--- src/rtl/br_btb_predictor_if.sv ---
// Fetch-lookup, EX-training and statistics signals of the BTB predictor.
// The master side is the pipeline (fetch + EX resolver); the slave side is the predictor.
interface br_btb_predictor_if;
  logic [31:0] i_pc_IF;
  logic        o_hit;
  logic        o_pred_taken;
  logic [31:0] o_pred_target;
  logic [31:0] o_pc_next;
  logic        i_upd_valid;
  logic [31:0] i_upd_pc;
  logic        i_upd_is_branch;
  logic        i_upd_is_jump;
  logic        i_upd_taken;
  logic [31:0] i_upd_target;
  logic        i_upd_mispred;
  logic [31:0] o_br_cnt;
  logic [31:0] o_mispred_cnt;

  modport master (
    output i_pc_IF, i_upd_valid, i_upd_pc, i_upd_is_branch, i_upd_is_jump,
           i_upd_taken, i_upd_target, i_upd_mispred,
    input  o_hit, o_pred_taken, o_pred_target, o_pc_next, o_br_cnt, o_mispred_cnt
  );

  modport slave (
    input  i_pc_IF, i_upd_valid, i_upd_pc, i_upd_is_branch, i_upd_is_jump,
           i_upd_taken, i_upd_target, i_upd_mispred,
    output o_hit, o_pred_taken, o_pred_target, o_pc_next, o_br_cnt, o_mispred_cnt
  );
endinterface

--- src/rtl/br_btb_predictor.sv ---
// Direct-mapped BTB with 2-bit counters: zero-latency lookup from registered state, trained one edge later.
// No backpressure: lookup is pure and the pipeline gates i_upd_valid.
module br_btb_predictor #(
  parameter  int ENTRIES = 16,
  localparam int IDX_W   = $clog2(ENTRIES)
) (
  input  logic              i_clk,
  input  logic              i_rst_n,
  br_btb_predictor_if.slave btb
);

  localparam int TAG_W = 30 - IDX_W;

  logic [ENTRIES-1:0]            valid_q,  valid_d;
  logic [ENTRIES-1:0][TAG_W-1:0] tag_q,    tag_d;
  logic [ENTRIES-1:0][31:0]      target_q, target_d;
  logic [ENTRIES-1:0][1:0]       ctr_q,    ctr_d;
  logic [ENTRIES-1:0]            jmp_q,    jmp_d;
  logic [31:0]                   br_cnt_q, br_cnt_d;
  logic [31:0]                   mispred_cnt_q, mispred_cnt_d;

  logic [IDX_W-1:0] lk_idx, upd_idx;
  logic [TAG_W-1:0] lk_tag, upd_tag;
  logic             upd_qual, upd_hit;
  logic             unused_pc_lsbs;

  assign lk_idx   = btb.i_pc_IF[IDX_W+1:2];
  assign lk_tag   = btb.i_pc_IF[31:IDX_W+2];
  assign upd_idx  = btb.i_upd_pc[IDX_W+1:2];
  assign upd_tag  = btb.i_upd_pc[31:IDX_W+2];
  assign upd_qual = btb.i_upd_valid & (btb.i_upd_is_branch | btb.i_upd_is_jump);
  assign upd_hit  = valid_q[upd_idx] & (tag_q[upd_idx] == upd_tag);

  assign unused_pc_lsbs = ^{btb.i_pc_IF[1:0], btb.i_upd_pc[1:0]};

  // Lookup sees only registered state, so a same-cycle update is visible next cycle.
  always_comb begin
    btb.o_hit         = valid_q[lk_idx] & (tag_q[lk_idx] == lk_tag);
    btb.o_pred_taken  = btb.o_hit & (jmp_q[lk_idx] | ctr_q[lk_idx][1]);
    btb.o_pred_target = btb.o_hit ? target_q[lk_idx] : 32'd0;
    btb.o_pc_next     = btb.o_pred_taken ? btb.o_pred_target : btb.i_pc_IF + 32'd4;
  end

  assign btb.o_br_cnt      = br_cnt_q;
  assign btb.o_mispred_cnt = mispred_cnt_q;

  always_comb begin
    valid_d  = valid_q;
    tag_d    = tag_q;
    target_d = target_q;
    ctr_d    = ctr_q;
    jmp_d    = jmp_q;
    if (upd_qual) begin
      if (upd_hit) begin
        if (btb.i_upd_is_jump) begin
          ctr_d[upd_idx]    = 2'b11;
          jmp_d[upd_idx]    = 1'b1;
          target_d[upd_idx] = btb.i_upd_target;
        end else if (btb.i_upd_taken) begin
          if (ctr_q[upd_idx] != 2'b11) ctr_d[upd_idx] = ctr_q[upd_idx] + 2'd1;
          target_d[upd_idx] = btb.i_upd_target;
        end else begin
          if (ctr_q[upd_idx] != 2'b00) ctr_d[upd_idx] = ctr_q[upd_idx] - 2'd1;
        end
      end else if (btb.i_upd_taken | btb.i_upd_is_jump) begin
        // Not-taken branches that miss are never allocated.
        valid_d[upd_idx]  = 1'b1;
        tag_d[upd_idx]    = upd_tag;
        target_d[upd_idx] = btb.i_upd_target;
        ctr_d[upd_idx]    = btb.i_upd_is_jump ? 2'b11 : 2'b10;
        jmp_d[upd_idx]    = btb.i_upd_is_jump;
      end
    end
  end

  always_comb begin
    br_cnt_d      = br_cnt_q;
    mispred_cnt_d = mispred_cnt_q;
    if (upd_qual) begin
      br_cnt_d = br_cnt_q + 32'd1;
      if (btb.i_upd_mispred) mispred_cnt_d = mispred_cnt_q + 32'd1;
    end
  end

  always_ff @(posedge i_clk) begin
    if (!i_rst_n) begin
      valid_q       <= '0;
      tag_q         <= '0;
      target_q      <= '0;
      ctr_q         <= '0;
      jmp_q         <= '0;
      br_cnt_q      <= '0;
      mispred_cnt_q <= '0;
    end else begin
      valid_q       <= valid_d;
      tag_q         <= tag_d;
      target_q      <= target_d;
      ctr_q         <= ctr_d;
      jmp_q         <= jmp_d;
      br_cnt_q      <= br_cnt_d;
      mispred_cnt_q <= mispred_cnt_d;
    end
  end

endmodule

--- src/flat_wrapper.sv ---
// flat-port wrapper written by rule: the top's interface ports become plain ports
module br_btb_predictor_flat 
#(
  parameter  int ENTRIES = 16,
  localparam int IDX_W   = $clog2(ENTRIES)
)
  (i_clk, i_rst_n, btb_i_pc_IF, btb_i_upd_valid, btb_i_upd_pc, btb_i_upd_is_branch, btb_i_upd_is_jump, btb_i_upd_taken, btb_i_upd_target, btb_i_upd_mispred, btb_o_hit, btb_o_pred_taken, btb_o_pred_target, btb_o_pc_next, btb_o_br_cnt, btb_o_mispred_cnt);
  br_btb_predictor_if btb_i ();
  input  logic i_clk;
  input  logic i_rst_n;
  input wire logic [$bits(btb_i.i_pc_IF)-1:0] btb_i_pc_IF;
  input wire logic [$bits(btb_i.i_upd_valid)-1:0] btb_i_upd_valid;
  input wire logic [$bits(btb_i.i_upd_pc)-1:0] btb_i_upd_pc;
  input wire logic [$bits(btb_i.i_upd_is_branch)-1:0] btb_i_upd_is_branch;
  input wire logic [$bits(btb_i.i_upd_is_jump)-1:0] btb_i_upd_is_jump;
  input wire logic [$bits(btb_i.i_upd_taken)-1:0] btb_i_upd_taken;
  input wire logic [$bits(btb_i.i_upd_target)-1:0] btb_i_upd_target;
  input wire logic [$bits(btb_i.i_upd_mispred)-1:0] btb_i_upd_mispred;
  output wire logic [$bits(btb_i.o_hit)-1:0] btb_o_hit;
  output wire logic [$bits(btb_i.o_pred_taken)-1:0] btb_o_pred_taken;
  output wire logic [$bits(btb_i.o_pred_target)-1:0] btb_o_pred_target;
  output wire logic [$bits(btb_i.o_pc_next)-1:0] btb_o_pc_next;
  output wire logic [$bits(btb_i.o_br_cnt)-1:0] btb_o_br_cnt;
  output wire logic [$bits(btb_i.o_mispred_cnt)-1:0] btb_o_mispred_cnt;
  assign btb_i.i_pc_IF = btb_i_pc_IF;
  assign btb_i.i_upd_valid = btb_i_upd_valid;
  assign btb_i.i_upd_pc = btb_i_upd_pc;
  assign btb_i.i_upd_is_branch = btb_i_upd_is_branch;
  assign btb_i.i_upd_is_jump = btb_i_upd_is_jump;
  assign btb_i.i_upd_taken = btb_i_upd_taken;
  assign btb_i.i_upd_target = btb_i_upd_target;
  assign btb_i.i_upd_mispred = btb_i_upd_mispred;
  assign btb_o_hit = btb_i.o_hit;
  assign btb_o_pred_taken = btb_i.o_pred_taken;
  assign btb_o_pred_target = btb_i.o_pred_target;
  assign btb_o_pc_next = btb_i.o_pc_next;
  assign btb_o_br_cnt = btb_i.o_br_cnt;
  assign btb_o_mispred_cnt = btb_i.o_mispred_cnt;
  br_btb_predictor #(.ENTRIES(ENTRIES)) u_core (.i_clk(i_clk), .i_rst_n(i_rst_n), .btb(btb_i));
endmodule
--- config.mk ---
export PLATFORM = sky130hd
export DESIGN_NAME = br_btb_predictor_flat
export DESIGN_NICKNAME = d
export VERILOG_FILES = /design/src/rtl/br_btb_predictor_if.sv /design/src/rtl/br_btb_predictor.sv /design/src/flat_wrapper.sv
export SDC_FILE = /design/constraint.sdc
export NUM_CORES = 2
export LEC_CHECK = 0
export ABC_AREA = 0
export CAP_MARGIN = 40
export CORE_UTILIZATION = 35
export CTS_BUF_LIST = sky130_fd_sc_hd__clkbuf_4 sky130_fd_sc_hd__clkbuf_8
export DETAILED_ROUTE_END_ITERATION = 10
export HOLD_SLACK_MARGIN = 0.12
export RECOVER_POWER = 100
export SYNTH_ARGS = -nofsm -noshare
export SYNTH_HDL_FRONTEND = slang
export SYNTH_SLANG_ARGS = --single-unit
--- constraint.sdc ---
create_clock -name i_clk -period 13.8 [get_ports i_clk]
set_input_delay 2.07 -clock i_clk [delete_from_list [all_inputs] [get_ports i_clk]]
set_output_delay 2.07 -clock i_clk [all_outputs]
set_load 0.01 [all_outputs]
==> qor.txt <==
R2R depth = 11
leading area contributor after synthesis = dfxtp_1
die width = 394.4 um
Final Max Tran Viols = 724
asr flop ratio synth = 0%
post-CTS setup buffers = 0
Die ar. = 0.1556 sq mm
synth top area cells = dfxtp_1 39%, mux4_2 16%, mux2i_1 10%
Pwr Total = 6.925 mW
antenna violations before repair = 17
H-tree depth = 4
Routed Wire Length = 180800 um
fin util = 40.52%
Rows = 143
fin area = 0.06177 sq mm
Non-Filler Instances = 7569
# fillers = 14821
failing checks = capacitance limit, slew limit
Final Wtd Congestion = 0.8345
Mapped Area = 0.05390 sq mm
total grt overflow = 0
Logic pwr share = 7.7%
Switching Fraction = 25.91%
CP Capture Type = register
Commonest cells post-synth = 1124 x nand2_1, 1056 x dfxtp_1, 562 x mux2i_1, 523 x a21boi_0, 430 x nor2b_1
most common cell in the netlist = nand2_1
HPWL after detailed placement = 104800 um
register area share after synthesis = 39.22%
pwr dens = 112.1 mW/mm^2
Sw Pwr = 1.795 mW
Iteration-0 DRC Markers = 3776
I/O pin cnt = 233
Reg clk slew, reported paths = 0.05 ns
first-pass GRT wire length = 268500 um
post_cts resized = 0
syn_nets = 5498
layout cells sized above 1 = 15.75%
Post-synth EDFFs = 0
clock share of power = 47.7%
clock buffer depth = 3
Sequential cell area = 0.02114 sq mm
critical-path cell list = clkbuf_1 > clkbuf_1 > and2_1 > buf_4 > a22oi_1 > and3_1 > o221a_2 > o2bb2ai_1 > nor4b_1 > buf_4 > a21oi_1 > clkbuf_1 > buf_4 > mux2i_1 > nor2b_1
Syn Inst Count = 5390
ys flop type = dfxtp_1
Max Cap Violations = 23
Final Skew = 0.07458 ns
startpoint types = input pin
footprint of the multi-input gates = 0.03028 sq mm
Max Clk Rate = 87.61 MHz
Seq cells post-synth = 1056
Final WS setup = 2.386 ns
PortBufs = 230
vias in the first global route = 40367
max incr delay on CP = 2.55 ns
largest net degree at the start of global routing = 274
CTS tree = yes
Data arrival, critical path = 12.17 ns
Pre-antenna DRT Iters = 6
Final #Nets = 5490
Setup CP Type = input pin to register
Seq pwr share = 44.7%
outcome = finished with violations
top cell type's share of synthesized area = 39.22%
Netlist cell types = 71
placed cells = 7226
DR WL/cell = 23.88 um
peak supply drop = 0.09583 mV
Avg Cell Area, Syn = 9.999 sq um
final-report setup violation count = 0
internal cell power = 5.130 mW
worst skew pair latency = 0.93 ns
Hold Path Cell Cnt = 2
Clock Sinks = 1056
Vias = 41323
CTS root buf = clkbuf_8
antenna viol nets, final = 0
unrepaired setup endpoints after global routing = no
Hold WS = 0.4586 ns
fin crit period = 11.41 ns
cts hold-fix bufs = 0
die height = 394.4 um
Synthesis Warnings = 0
Initial Util = 35.35%
TritonCTS Buffers = 184
Final Cycle Share = 82.71%
Leak = 20.20 nW
Post-Route Setup TNS = 0 ns
core area = 0.1524 sq mm
CP required = 14.56 ns
max_slew headroom = -146.9%
drt drc = 0
CP max FO = 46
post-DR vias/cell = 5.460
Worst Hold Class = register to register
Area after DPL = 0.05780 sq mm
P&R area growth vs syn = 14.60%
Slew @ Worst Pin = 3.704 ns
Hold Vio Cnt, Final = 0
DP Worst Slack = 4.138 ns
CP max-delay cell = clkbuf_1
All-Layer GR Usage = 22.78%
routing by layer:
layer	vias to the layer above	track usage, %	wire length [um]
li1	18730	-	-
met1	20550	31.29	79450
met2	1655	35.56	81730
met3	374	4.649	13940
met4	14	7.614	5570
met5	-	0	78
cell families (layout without fill, tap and decap cells):
group,after synthesis,after routing,synth area share [%]
buffers and inverters,578,724,4.850
other,0,3,0
DFF,1056,1056,39.22
AOI/OAI and AO/OA,739,739,10.00
xor gates and xnor gates,123,123,1.999
muxes,974,974,27.12
and+or+nand+nor,1915,1915,16.68
adders and majority gates,5,5,0.1161
registers in the layout, indices dropped and copies added (netlist names):
register	count
u_core.ctr_q	32
u_core.btb.o_br_cnt	32
u_core.target_q	512
u_core.jmp_q	16
u_core.valid_q	16
u_core.tag_q	416
u_core.btb.o_mispred_cnt	32
placed cells by master (no fill, tap or decap), drive strengths merged, types with 11 or more instances in the layout:
master and instances:
nand2 1124, dfxtp 1056, mux2i 562, a21boi 523
nor2b 430, mux4 378, clkbuf 324, clkdlybuf4s50 127
and2 106, dlygate4sd3 94, buf 90, xnor2 82
nand3 78, nor2 68, inv 55, a21oi 47
xor2 41, o21ai 37, mux2 34, clkinv 28
nand4 24, a22oi 21, and3 20, o21a 18
o22ai 18, and4 15, nor3 13, or3 13
o41ai 11
final timing paths:
check | from | endpoint | slack, ns
worst max-delay path | btb_i_upd_pc[3] | u_core.tag_q[376] | 2.39
worst min-delay path | u_core.ctr_q[2] | u_core.ctr_q[2] | 0.46
worst max register to register | u_core.tag_q[206] | u_core.tag_q[376] | 8.31
worst min register to register | u_core.ctr_q[2] | u_core.ctr_q[2] | 0.46
worst max-delay path: cells and delay by family:
kind,cells,cell delay (ns)
buffers and inverters,6,7.18
AOI/OAI and AO/OA,4,1.80
and+or+nand+nor,4,0.74
muxes,1,0.24
area by class of cell:
type                       count  share of cell area (%)
tap                         2030                   4.112
inverter                      48                  0.2917
multi-input combinational   3756                   49.03
antenna                        3                 0.01215
timing repair buffer         336                   5.299
clock inverter                41                  0.9926
sequential                  1056                   34.23
clock buffer                 299                   6.035
power by group through the flow:
| stage | registers (mW) | clock network (mW) | logic, mW |
|---|---|---|---|
| 3_3_place_gp | 3.16 | 0 | 0.517 |
| 5_1_grt | 3.09 | 3.51 | 0.560 |
| 4_1_cts | 3.09 | 3.37 | 0.533 |
| 6_report | 3.09 | 3.30 | 0.532 |
| 2_1_floorplan | 3.15 | 0 | 0.348 |
| 3_5_place_dp | 3.16 | 0 | 0.532 |
Note: power is estimated with default switching activity, not from simulation.
